**config.mk**
```make
export PLATFORM = sky130hd
export DESIGN_NAME = setbit_arb
export DESIGN_NICKNAME = d
export VERILOG_FILES = /design/src/rtl/setbit_pkg.sv /design/src/rtl/rr_arbiter.sv /design/src/rtl/setbit.sv /design/src/rtl/setbit_arb.sv
export SDC_FILE = /design/constraint.sdc
export NUM_CORES = 1
export LEC_CHECK = 0
export BUFFER_PORTS_ARGS = -buffer_cell sky130_fd_sc_hd__buf_2
export CORE_ASPECT_RATIO = 0.9
export CORE_MARGIN = 2
export CORE_UTILIZATION = 38
export DETAILED_ROUTE_END_ITERATION = 16
export GPL_ROUTABILITY_DRIVEN = 0
export PLACE_DENSITY = 0.66
export SLEW_MARGIN = 20
export SYNTH_ARGS = -nofsm -noshare
export SYNTH_HDL_FRONTEND = slang
export SYNTH_SLANG_ARGS = --single-unit
```
**constraint.sdc**
```tcl
create_clock -name i_clk -period 1.46 [get_ports i_clk]
set_clock_uncertainty 0.15 [all_clocks]
set_input_delay 0.292 -clock i_clk [delete_from_list [all_inputs] [get_ports i_clk]]
set_output_delay 0.292 -clock i_clk [all_outputs]
set_load 0.02 [all_outputs]
```
**src/rtl/setbit_pkg.sv**
```systemverilog
// Shared types and constants for the setbit arbiter slice.
package setbit_pkg;

  localparam int W_DEF    = 4;
  localparam int STATUS_W = 4;

  typedef enum logic [1:0] {
    IDLE = 2'd0,
    EXEC = 2'd1,
    RESP = 2'd2
  } state_t;

endpackage

```
**src/rtl/rr_arbiter.sv**
```systemverilog
// Round-robin winner select: search starts one past the previous grant.
module rr_arbiter #(
  parameter int NREQ = 2,
  parameter int IDW  = 2
) (
  input  logic [NREQ-1:0] req,
  input  logic [IDW-1:0]  last_grant,
  output logic [NREQ-1:0] gnt,
  output logic [IDW-1:0]  idx
);

  logic found;

  // Walk offsets 1..NREQ from last_grant and take the first asserted request.
  always_comb begin
    gnt   = '0;
    idx   = '0;
    found = 1'b0;
    for (int off = 1; off <= NREQ; off++) begin
      for (int k = 0; k < NREQ; k++) begin
        if (!found && req[k] && (k == ((int'(last_grant) + off) % NREQ))) begin
          found  = 1'b1;
          gnt[k] = 1'b1;
          idx    = IDW'(k);
        end
      end
    end
  end

endmodule

```
**src/rtl/setbit.sv**
```systemverilog
// Combinational setbit datapath: set bit i_argB of i_argA when the index is in range.
// Status bits: [0] index out of range, [1] bit was already set,
//              [2] result is zero, [3] result is all ones.
module setbit
  import setbit_pkg::*;
#(
  parameter int W = W_DEF
) (
  input  logic [W-1:0]        i_argA,
  input  logic [W-1:0]        i_argB,
  output logic [W-1:0]        o_result,
  output logic [STATUS_W-1:0] o_status
);

  logic         in_range;
  logic [W-1:0] mask;
  logic         already;

  // Build the single-bit mask and derive result and flags.
  always_comb begin
    in_range = (i_argB < W'(W));
    mask     = in_range ? ({{(W-1){1'b0}}, 1'b1} << i_argB) : '0;
    already  = |(i_argA & mask);
    o_result = i_argA | mask;
    o_status = {&o_result, ~|o_result, already, ~in_range};
  end

endmodule

```
**src/rtl/setbit_arb.sv**
```systemverilog
// Round-robin scheduler sharing one setbit datapath between NREQ requesters.
// state | meaning
// IDLE  | waiting for a request; ready is the round-robin one-hot grant
// EXEC  | captured operands drive setbit; result registered at cycle end
// RESP  | response valid and held until the consumer accepts it
module setbit_arb
  import setbit_pkg::*;
#(
  parameter int W    = W_DEF,
  parameter int NREQ = 2,
  parameter int IDW  = 2
) (
  input  logic                i_clk,
  input  logic                i_rst,
  input  logic [NREQ-1:0]     i_req_valid,
  input  logic [NREQ*W-1:0]   i_req_argA,
  input  logic [NREQ*W-1:0]   i_req_argB,
  output logic [NREQ-1:0]     o_req_ready,
  output logic                o_rsp_valid,
  input  logic                i_rsp_ready,
  output logic [W-1:0]        o_rsp_result,
  output logic [STATUS_W-1:0] o_rsp_status,
  output logic [IDW-1:0]      o_rsp_id,
  output logic                o_busy
);

  state_t              state, state_nxt;
  logic [IDW-1:0]      last_grant;
  logic [NREQ-1:0]     win_gnt;
  logic [IDW-1:0]      win_idx;
  logic                accept;
  logic [W-1:0]        sel_a, sel_b;
  logic [W-1:0]        op_a, op_b;
  logic [IDW-1:0]      op_id;
  logic [W-1:0]        sb_result;
  logic [STATUS_W-1:0] sb_status;

  rr_arbiter #(
    .NREQ (NREQ),
    .IDW  (IDW)
  ) u_arb (
    .req        (i_req_valid),
    .last_grant (last_grant),
    .gnt        (win_gnt),
    .idx        (win_idx)
  );

  setbit #(
    .W (W)
  ) u_setbit (
    .i_argA   (op_a),
    .i_argB   (op_b),
    .o_result (sb_result),
    .o_status (sb_status)
  );

  // Grants are only offered in IDLE and never while reset is asserted.
  assign o_req_ready = (state == IDLE && !i_rst) ? win_gnt : '0;
  assign accept      = |o_req_ready;
  assign o_busy      = (state != IDLE);
  assign o_rsp_valid = (state == RESP);

  // Select the winning requester's operand slices.
  always_comb begin
    sel_a = '0;
    sel_b = '0;
    for (int k = 0; k < NREQ; k++) begin
      if (win_gnt[k]) begin
        sel_a = i_req_argA[k*W +: W];
        sel_b = i_req_argB[k*W +: W];
      end
    end
  end

  // Next-state logic.
  always_comb begin
    state_nxt = state;
    case (state)
      IDLE:    if (accept) state_nxt = EXEC;
      EXEC:    state_nxt = RESP;
      RESP:    if (i_rsp_ready) state_nxt = IDLE;
      default: state_nxt = IDLE;
    endcase
  end

  // State, operand capture, grant pointer and response registers.
  always_ff @(posedge i_clk) begin
    if (i_rst) begin
      state        <= IDLE;
      last_grant   <= IDW'(NREQ - 1);
      op_a         <= '0;
      op_b         <= '0;
      op_id        <= '0;
      o_rsp_result <= '0;
      o_rsp_status <= '0;
      o_rsp_id     <= '0;
    end else begin
      state <= state_nxt;
      if (state == IDLE && accept) begin
        op_a       <= sel_a;
        op_b       <= sel_b;
        op_id      <= win_idx;
        last_grant <= win_idx;
      end
      if (state == EXEC) begin
        o_rsp_result <= sb_result;
        o_rsp_status <= sb_status;
        o_rsp_id     <= op_id;
      end
    end
  end

endmodule

```
After elaboration in Yosys (flattened, before gate mapping)
Cells that the tools add are included.

operators by class
  $add $sub $neg = 2
  $mul = 0
  div/mod/pow operators = 0
  $lt $le $gt $ge = 1
  equality and inequality tests = 6
  shift operators = 1
  muxes and demuxes = 18
  bitwise operators = 5
  reduce and logical (&&, ||, !) cells = 23

operator list
  operator                                                                      number
  32-bit zero test                                                              2
  4-bit two-way mux                                                             5
  1-bit logical AND                                                             9
  1-bit two-way mux                                                             9
  4-bit OR reduction                                                            2
  2-bit two-way mux                                                             3
  2-bit case mux with 3 select lines                                            1
  1-bit zero test                                                               5
  4-bit AND                                                                     1
  2-bit equality test, first input constant                                     2
  4-bit by 3-bit less-than comparator with 1-bit output, second input constant  1
  4-bit bitwise OR                                                              1
  4-bit AND reduction                                                           1
  1-bit by 4-bit left shift with 4-bit output, first input constant             1
  1-bit adder, second input constant                                            2
  1-bit AND, first input constant                                               2
  2-bit by 1-bit equality test with 1-bit output, second input constant         1
  2-bit equality test, second input constant                                    1
  2-bit zero test                                                               1
  2-bit by 1-bit inequality test with 1-bit output, second input constant       1
  2-bit inequality test, second input constant                                  1
  2-bit AND reduction                                                           1
  2-bit nonzero test                                                            1
  2-bit OR reduction                                                            1
  1-bit NOT                                                                     1

storage, ports and cells
  register bits after elaboration = 21
  latch bits = 0
  memory bits (writable) = 0
  memory bits (read-only) = 0
  bits of input ports = 21
  memories = 0

Longest topological paths before layout
Gate-level depths: netlist of run 1.

  depth in word-level cells = 21
  depth in mapped cells = 5
  mapped depth without buffers = 4

By module
Synthesis of run 1 repeated with hierarchy kept, for this count alone.

unflattened totals
  cell total of the unflattened synthesis = 134
  area, all modules = 1,117.3 um2

modules (own cells, without submodules)
  module      instances  cells each  area each (um2)  sequential area each (um2)
  setbit_arb  1          109         939.7            460.4
  setbit      1          19          140.1            0.0
  rr_arbiter  1          6           37.5             0.0

Worst setup path after synthesis of run 1
No wires, ideal clock.

  kind = reg2out
  start = reg state[1]
  end = out o_req_ready[0]
  arrival time = 1.088 ns
  required time = 1.018 ns
  slack = -0.070 ns
  cell stages (with the launch flop) = 4
  cell sequence = dfxtp_1 -> nor3_1 -> clkbuf_1 -> and3_1

between the ends
  longest elaborated chain between the ends = 3

RTL lines
  item                    RTL line          RTL
  from (decl)             setbit_arb.sv:27  state_t state, state_nxt;
  from (signal assigned)  setbit_arb.sv:98  state <= state_nxt;
  2-bit zero test         setbit_arb.sv:58  assign o_req_ready = (state == IDLE && !i_rst) ? win_gnt : '0;
  1-bit logical AND       setbit_arb.sv:58
  2-bit two-way mux       setbit_arb.sv:58
  to (decl)               setbit_arb.sv:18  output logic [NREQ-1:0] o_req_ready,

No other way between the ends.

Final worst setup path of run 1
Ends and elaborated chain as after synthesis.

==> results of run 1 <==
-- final timing paths --
path	start	end	depth (start not counted)
setup / recovery	state[1]	o_req_ready[0]	4
hold / removal	i_rsp_ready	state[1]	3
setup reg to reg	op_a[3]	o_rsp_status[2]	3
hold reg to reg	o_rsp_id[0]	o_rsp_id[0]	2
-- cells in the final DEF (no fill, tap or decap), drive strengths merged --
master / count
or4: 1
a21oi: 11
or3: 1
and2: 2
a21boi: 1
a211o: 1
a31oi: 1
a311oi: 2
a32oi: 10
and3: 1
nor2b: 2
or3b: 1
nand2b: 3
nand2: 4
nor2: 10
a211oi: 12
clkbuf: 4
buf: 51
or2: 1
a22oi: 1
inv: 2
conb: 1
mux2: 4
dfxtp: 21
nor3: 5
o41ai: 1
nand3b: 1
nand3: 1
-- kinds of logic after synthesis --
| group | count (synthesis) | synth area share, % |
|---|---|---|
| AO/OA/AOI/OAI | 40 | 29.78 |
| AND/OR/NAND/NOR | 33 | 16.96 |
| flip-flops | 21 | 42.21 |
| buffers and inverters | 14 | 6.156 |
| multiplexers | 4 | 4.522 |
| other | 1 | 0.3765 |
-- flip-flops by register name, summed over array words and instances, names as in the netlist --
| register | flops |
|---|---|
| op_b | 4 |
| state | 2 |
| last_grant | 1 |
| o_rsp_result | 4 |
| op_id | 1 |
| o_rsp_status | 4 |
| o_rsp_id | 1 |
| op_a | 4 |
-- power by group through the flow --
stage / Sequential (mW) / Clock [mW] / Combinational, mW
2_1_floorplan: 0.693 / 0 / 0.211
3_3_place_gp: 0.670 / 0 / 0.363
3_5_place_dp: 0.673 / 0 / 0.373
4_1_cts: 0.662 / 0.292 / 0.403
5_1_grt: 0.672 / 0.314 / 0.467
6_report: 0.663 / 0.285 / 0.425
-- worst max-delay path, delay by kind of cell (launching register included) --
kind / cells / cell delay, ns
buf+inv: 2 / 0.25
flops: 1 / 0.34
simple gates: 2 / 0.33
-- through the flow --
| stage | area [um^2] | hold slack (ns) | cells | setup WS, ns | setup TNS (ns) |
|---|---|---|---|---|---|
| after global routing | 1395 | 0.1243 | 184 | -0.2603 | -0.7988 |
| after CTS | 1356 | 0.08650 | 183 | -0.2122 | -0.4752 |
| final | 1395 | 0.1030 | 184 | -0.2051 | -0.5033 |
| after detailed placement | 1270 | 0.3058 | 178 | 0.02073 | 0 |
| after floorplan | 1005 | 0.2462 | 113 | -0.01762 | -0.01762 |
| after global placement | 1270 | 0.2934 | 178 | 0.03179 | 0 |
-- area by class of cell --
| type | instances | area [um^2] |
|---|---|---|
| inverters | 2 | 7.507 |
| fillers | 232 | 1072 |
| multi-input cells | 78 | 573.1 |
| flip-flops and latches | 21 | 424.2 |
| well taps | 28 | 35.03 |
| clock buffers | 4 | 26.28 |
| repair buffers | 51 | 329.1 |
-- routing by layer --
layer / track usage (%) / share of wire (%) / vias up
met4: 3.488 / 0.38 / 0
met5: 0 / 0 / -
met1: 20.64 / 47 / 449
li1: - / - / 509
met2: 30.30 / 46 / 32
met3: 5.185 / 6.7 / 2
-- timing repair --
| action | CTS | global route |
|---|---|---|
| pin swaps | 1 | 2 |
| resized for setup | 17 | 10 |
| cloned | 0 | 0 |
| setup endpoints to repair | 5 | 16 |
| setup buffers | 1 | 2 |
==> results by group, run 1 <==
Power
  • Logic gate share of total power: 31.0%
  • Sw Ratio: between 30% and 40%
  • Pwr/cell area: a little under 1000 nW/um^2
  • Internal power: 0.9376 mW
  • Static Leak: 0.5871 nW
  • Reg power frac: between 40% and 50%
  • Net switching power: about 0.44 mW
  • Total Power: about 1.4 mW
  • VDD IR max: just under 0.6 mV
  • Clock group share of total power: 20.8%

Die
  • Die height: ~53 um
  • Core Area: about 2500 um^2
  • Number of core rows: 17
  • Initial Util: between 40% and 50%
  • # IOs: 35
  • Die X: 57.97 um
  • DIE AREA: approximately 3000 um^2

Run status
  • Status: finished with violations
  • Failing checks: negative setup slack

Routing
  • Vias: 992
  • Drt first-iter violations: 9
  • Drt wl/cell: between 10 and 15 um
  • Routed wire length: ~2400 um
  • Antenna Violating Nets Remaining: 0
  • Post-route DRC: 0
  • 1st-pass router iterations: 4
  • Vias/cell: about 5.4

STA
  • Final hold vios: 0
  • Setup WS post-layout: -0.2051 ns
  • Final setup viols: 5
  • Fmax: roughly 600 MHz
  • Min Tclk post-route: between 1.5 and 2 ns
  • RSZ-0062 raised after global routing: yes
  • Final-report max-slew violation count: 0
  • Final period util: 114.0%

Global route
  • Global-route wire length before repair: around 4000 um
  • GR Util All Layers: 17.17%
  • Grt ovf: 0
  • Maximum number of pins on one net before global-route repair: 22
  • Vias in the first global route: ~900
  • Initial antenna violation count: 0

Synth
  • Post-synth top flop: dfxtp_1
  • Most common cell in the netlist: dfxtp_1
  • Register area share after synthesis: between 40% and 50%
  • Post-synth EDFFs: 0
  • Post-synth top area share: between 40% and 50%
  • Async SR Flop Fraction: 0%
  • Post-synth net total: approximately 130
  • Synthesized area per cell: between 8 and 9 um^2
  • Yosys top cell by area: dfxtp_1
  • Post-synth top cells: 21 x dfxtp_1, 12 x a211oi_1, 10 x a21oi_1, 10 x a32oi_1, 10 x nor2_1
  • Post-synthesis cell area: between 900 and 1000 um^2
  • Cell count after synthesis: 113
  • Ys Warns: 0
  • Distinct cells, synth: 31
  • Largest cells by area after synthesis: dfxtp_1 42%, a211oi_1 9.0%, a32oi_1 8.8%
  • Register bit total from synthesis: 21

Clock network
  • CTS Buf Count: 3
  • CTS tree: done
  • Worst skew pair latency: roughly 0.31 ns
  • CTS Root Cell: clkbuf_4
  • H-tree depth: 1
  • # hold bufs at CTS: 0
  • Clk sinks: 21
  • Worst-case clock buffer depth: 2
  • Clock transition at path regs: ~0.11 ns

Placement
  • # port buffers: 33
  • Final HPWL DP: around 1800 um

Layout
  • Nets@finish: about 180
  • Layout cells sized above 1: approximately 46%
  • Area grow syn2layout: 40.08%
  • Util after Layout: 56.54%
  • Antenna cells: 0

Critical path
  • WP data required: 1.02 ns
  • Crit Path Max Fanout: 3
  • Startpoint class of the critical path: flop
  • Slowest stage delay, CP: 0.34 ns
  • Critical setup path kind: reg -> out
  • Crit-path slowest cell: dfxtp_2
  • Cells along the critical path: nor3_2 -> buf_4 -> and3_4 -> buf_6
  • R2R setup slack: 0 ns
  • Arrival time worst endpoint: ~1.2 ns
  • CP endpoint kind: output pin

Job
  • Max_cap viols: 0

Hold path
  • Worst min path class: in -> reg
(Power assumes the default switching activity.)
==> inputs of run 2 (changes only) <==
TNS_END_PERCENT = 1   (was unset)
==> run 2 against run 1 <==
The flow still finishes with violations (negative setup slack); clock-buffer cell count unchanged; global-route usage is 0.76 points lower; sequential power is essentially flat; sequential cell count unchanged; utilization fell by 0.96 points; critical path type unchanged; largest power group unchanged.
==> results by group, run 2 (synthesized netlist as in run 1, its figures left out) <==
Die
  • DIE AREA: just over 3000 um^2
  • Number of core rows: 17
  • Initial Util: 40.37%
  • Die X: 57.97 um
  • # IOs: 35
  • Die height: 52.57 um
  • Core Area: roughly 2500 um^2

Power
  • Static Leak: between 0.5 and 0.6 nW
  • Pwr/cell area: approximately 980 nW/um^2
  • VDD IR max: about 0.56 mV

Run status
  • Status: finished with violations
  • Failing checks: negative setup slack

Layout
  • Commonest non-fill, non-tap cells in the layout: 30 x buf_2, 19 x dfxtp_1, 17 x buf_4, 10 x a32oi_1, 10 x a21oi_1
  • Nets@finish: between 150 and 200
  • Area grow syn2layout: 37.69%
  • Reg area: about 420 um^2
  • Fillers: 236
  • Util after Layout: ~56%
  • Most common cell after layout, fill and taps aside: buf_2
  • Post-route insts no fill: ~180
  • Layout cells sized above 1: approximately 45%
  • Area of the multi-input gates: about 570 um^2
  • Antenna cells: 0

Routing
  • Vias/cell: about 5.3
  • Drt first-iter violations: 10
  • 1st-pass router iterations: 3
  • Drt wl/cell: 13.09 um
  • Antenna Violating Nets Remaining: 0
  • Routed wire length: between 2000 and 2500 um
  • Vias: just under 1k
  • Post-route DRC: 0

STA
  • WHS: 0.1119 ns
  • Fmax: 604.7 MHz
  • RSZ-0062 raised after global routing: yes
  • Final hold vios: 0
  • TNS Setup: -0.6278 ns
  • Final period util: 113.3%
  • Final-report max-slew violation count: 0
  • Setup WS post-layout: -0.1936 ns
  • Final setup viols: 5
  • Min Tclk post-route: 1.654 ns

Critical path
  • Crit-path slowest cell: dfxtp_2
  • CP endpoint kind: output pin
  • WP data required: approximately 1.0 ns
  • Startpoint class of the critical path: flop
  • Critical setup path kind: reg -> out
  • Crit Path Max Fanout: 3
  • Slowest stage delay, CP: between 0.3 and 0.4 ns
  • Cells along the critical path: nor3_2 -> buf_4 -> and3_4 -> buf_6
  • Worst path bufs/invs: 2
  • Top delay family on crit path: flip-flops
  • Arrival time worst endpoint: 1.21 ns

Clock network
  • CTS Root Cell: clkbuf_4
  • Worst-case clock buffer depth: 2
  • # hold bufs at CTS: 0
  • H-tree depth: 1
  • CTS Buf Count: 3
  • Clock transition at path regs: about 0.11 ns
  • Clk sinks: 21
  • Worst skew pair latency: 0.29 ns
  • CTS tree: done

Job
  • Max_cap viols: 0

Placement
  • Post-Place Worst Slack: approximately 0.013 ns
  • Placed cell count: between 150 and 200
  • # port buffers: 33
  • Final HPWL DP: approximately 1800 um

Global route
  • Grt ovf: 0
  • Global-route wire length before repair: 3829 um
  • Initial antenna violation count: 0
  • Vias in the first global route: 879
  • Maximum number of pins on one net before global-route repair: 22
  • GR Util All Layers: between 15 and 20%

Hold path
  • Worst min path class: in -> reg
-- run 2: cell types whose count changed in the layout (fill, tap and decap cells not counted), sizes merged --
| cell | before | now |
|---|---|---|
| buf | 51 | 50 |
-- run 2: worst reg2reg max path, cell delays in order (launching register included) --
cell and delay (ns):
dfxtp_1 0.32, or4_1 0.50, or3_1 0.33, a21oi_2 0.12
-- run 2: repair_timing --
action,CTS,global route
setup buffers,1,1
resized for setup,12,10
setup endpoints to repair,5,16
pin swaps,1,3
-- run 2: metrics by stage --
stage | total power [mW] | area, um^2
finish | 1.338 | 1371
global placement | 1.022 | 1255
detailed placement | 1.035 | 1255
global route | 1.425 | 1371
CTS | 1.323 | 1329
floorplan | 0.9008 | 997.2
-- run 2: cell type report --
class	instances	share of cell area (%)
well taps	28	2.555
multi-input cells	78	41.42
repair buffers	50	22.72
clock buffers	4	1.916
inverters	2	0.5474
flip-flops and latches	21	30.84
-- run 2: where the power goes --
| group | internal [mW] | switching [mW] |
|---|---|---|
| combinational | 0.193 | 0.215 |
| clock | 0.106 | 0.163 |
| sequential | 0.625 | 0.0359 |
| total | 0.924 | 0.414 |
-- run 2: routing by layer --
metal | GRT usage, % | share of wire, %
met2 | 28.98 | 46
met4 | 5.814 | 0.58
met1 | 19.79 | 48
met3 | 3.210 | 5.0
met5 | 0 | 0
-- run 2: worst paths after layout --
path                                   from               to  slack [ns]  cells past startpoint
worst max-delay path               state[1]   o_req_ready[0]       -0.19                      4
worst min-delay path            i_rsp_ready         state[1]        0.11                      3
worst max register to register      op_a[3]  o_rsp_status[2]       -0.01                      3
worst min register to register  o_rsp_id[0]      o_rsp_id[0]        0.31                      2
==> inputs of run 3 (changes only) <==
clock period = 1.5 ns   (was 1.46 ns; I/O delays follow)
==> run 3 against run 2 <==
The run still ends with negative setup slack left; total power fell by 3.5%; die area did not move; clock-buffer cell count down 1; global-route usage decreased by 0.070 points; critical path depth stayed put; utilization decreased by 1.5 points; worst setup slack improved by 0.037 ns; combinational power down 8.6%; cell count shrank 0.55%; sequential power is 2% lower; non-clock buffer count down 1; register-to-register slack improved by 0.02 ns; critical path type unchanged; critical endpoint unchanged.
==> results by group, run 3 (synthesized netlist as in run 1, its figures left out) <==
Global route
  • Maximum number of pins on one net before global-route repair: 22
  • GR Util All Layers: 16.33%
  • Initial antenna violation count: 0
  • Grt ovf: 0
  • Vias in the first global route: approximately 860
  • Global-route wire length before repair: ~3800 um

Layout
  • Commonest non-fill, non-tap cells in the layout: 30 x buf_2, 18 x dfxtp_1, 16 x buf_4, 12 x a211oi_1
  • Design Area, Final: 1335 um^2
  • Layout cells sized above 1: between 40% and 50%
  • Post-route insts no fill: around 180
  • Nets@finish: between 150 and 200
  • Area grow syn2layout: 34.05%
  • Most common cell after layout, fill and taps aside: buf_2
  • Antenna cells: 0

STA
  • Final setup viols: 3
  • Final period util: 110.4%
  • Min Tclk post-route: around 1.7 ns
  • Final-report max-slew violation count: 0
  • Setup WS post-layout: -0.1566 ns
  • Final hold vios: 0
  • RSZ-0062 raised after global routing: yes
  • Fmax: between 600 and 700 MHz
  • WHS: approximately 0.11 ns

Critical path
  • Critical setup path kind: reg -> out
  • Crit Path Max Fanout: 3
  • Arrival time worst endpoint: ~1.2 ns
  • Startpoint class of the critical path: flop
  • R2r worst-path depth: 3
  • WP data required: between 1 and 1.5 ns
  • CP endpoint kind: output pin

Placement
  • DP Area: 1255 um^2
  • # port buffers: 33
  • Placed cell count: 177
  • Final HPWL DP: about 1800 um
  • Post-Place Worst Slack: approximately 0.041 ns

Power
  • Clock group share of total power: between 20% and 30%
  • VDD IR max: between 0.5 and 0.6 mV
  • Total Power: between 1 and 1.5 mW
  • Pwr/cell area: 967.3 nW/um^2
  • Sw Ratio: 31.56%
  • Static Leak: about 0.56 nW
  • Reg power frac: between 40% and 50%
  • Logic gate share of total power: just under 30%
  • Net switching power: approximately 0.41 mW
  • Internal power: approximately 0.9 mW

Die
  • Number of core rows: 17
  • # IOs: 35
  • Die X: a little under 60 um
  • Initial Util: around two fifths
  • Die height: 52.57 um
  • Core Area: around 2500 um^2
  • DIE AREA: approximately 3000 um^2

Routing
  • Antenna Violating Nets Remaining: 0
  • Post-route DRC: 0
  • Drt wl/cell: between 10 and 15 um
  • WL met2: about 1100 um
  • Vias/cell: ~5.4
  • Met1 WL: ~1100 um
  • DR top layer: met3
  • Drt first-iter violations: 14
  • 1st-pass router iterations: 4
  • Met3 wire len: 121 um
  • Routed wire length: around 2300 um
  • Vias: 979

Clock network
  • Clock transition at path regs: roughly 0.12 ns
  • H-tree depth: 1
  • Worst skew pair latency: 0.30 ns
  • CTS Buf Count: 3
  • # hold bufs at CTS: 0
  • Clk sinks: 21
  • CTS Root Cell: clkbuf_4
  • Worst-case clock buffer depth: 2
  • CTS tree: done

Hold path
  • Min-Delay Path Depth: 3
  • Worst min path class: in -> reg

Run status
  • Failing checks: negative setup slack
  • Status: finished with violations

Job
  • Max_cap viols: 0
[run 3: worst paths after layout]
| kind | from | end | slack (ns) |
|---|---|---|---|
| min reg2reg | o_rsp_status[2] | o_rsp_status[2] | 0.33 |
| max | state[0] | o_req_ready[0] | -0.16 |
| max reg2reg | op_a[3] | o_rsp_status[2] | 0.01 |
| min | i_rsp_ready | state[1] | 0.11 |
[run 3: power groups by stage]
stage / logic (mW) / clock network (mW) / registers (mW)
2_1_floorplan: 0.203 / 0 / 0.674
3_3_place_gp: 0.344 / 0 / 0.651
3_5_place_dp: 0.354 / 0 / 0.654
4_1_cts: 0.374 / 0.282 / 0.643
5_1_grt: 0.415 / 0.311 / 0.652
6_report: 0.373 / 0.274 / 0.645
[run 3: area by class of cell]
cell class	instances	area, um^2
Fill cell	238	1132
Multi-Input combinational cell	78	536.8
Sequential cell	21	424.2
Timing Repair Buffer	49	304.0
Tap cell	28	35.03
Clock buffer	3	22.52
Inverter	2	7.507
Clock inverter	1	5.005
[run 3: repair_timing]
item                       CTS  global route
setup buffers                1             0
setup endpoints to repair    4             6
pin swaps                    1             0
resized for setup           12             3
[run 3: stage by stage]
| stage | utilization (%) | setup TNS (ns) |
|---|---|---|
| final | 54.11 | -0.3347 |
| after global routing | 54.11 | -0.7014 |
| after CTS | 53.90 | -0.3719 |
| after detailed placement | 50.86 | 0 |
| after global placement | 50.86 | 0 |
| after floorplan | - | -0.02226 |
[run 3: worst max-delay path, cell delays in order, from the launching register on]
cell	delay, ns
dfxtp_2	0.34
nor3_2	0.14
buf_4	0.14
and3_4	0.18
buf_6	0.11
[run 3: metal layers]
layer,GRT usage (%),vias to the layer above
li1,-,509
met1,20.48,443
met2,28.60,27
met3,2.963,0
met4,4.651,0
met5,0,-
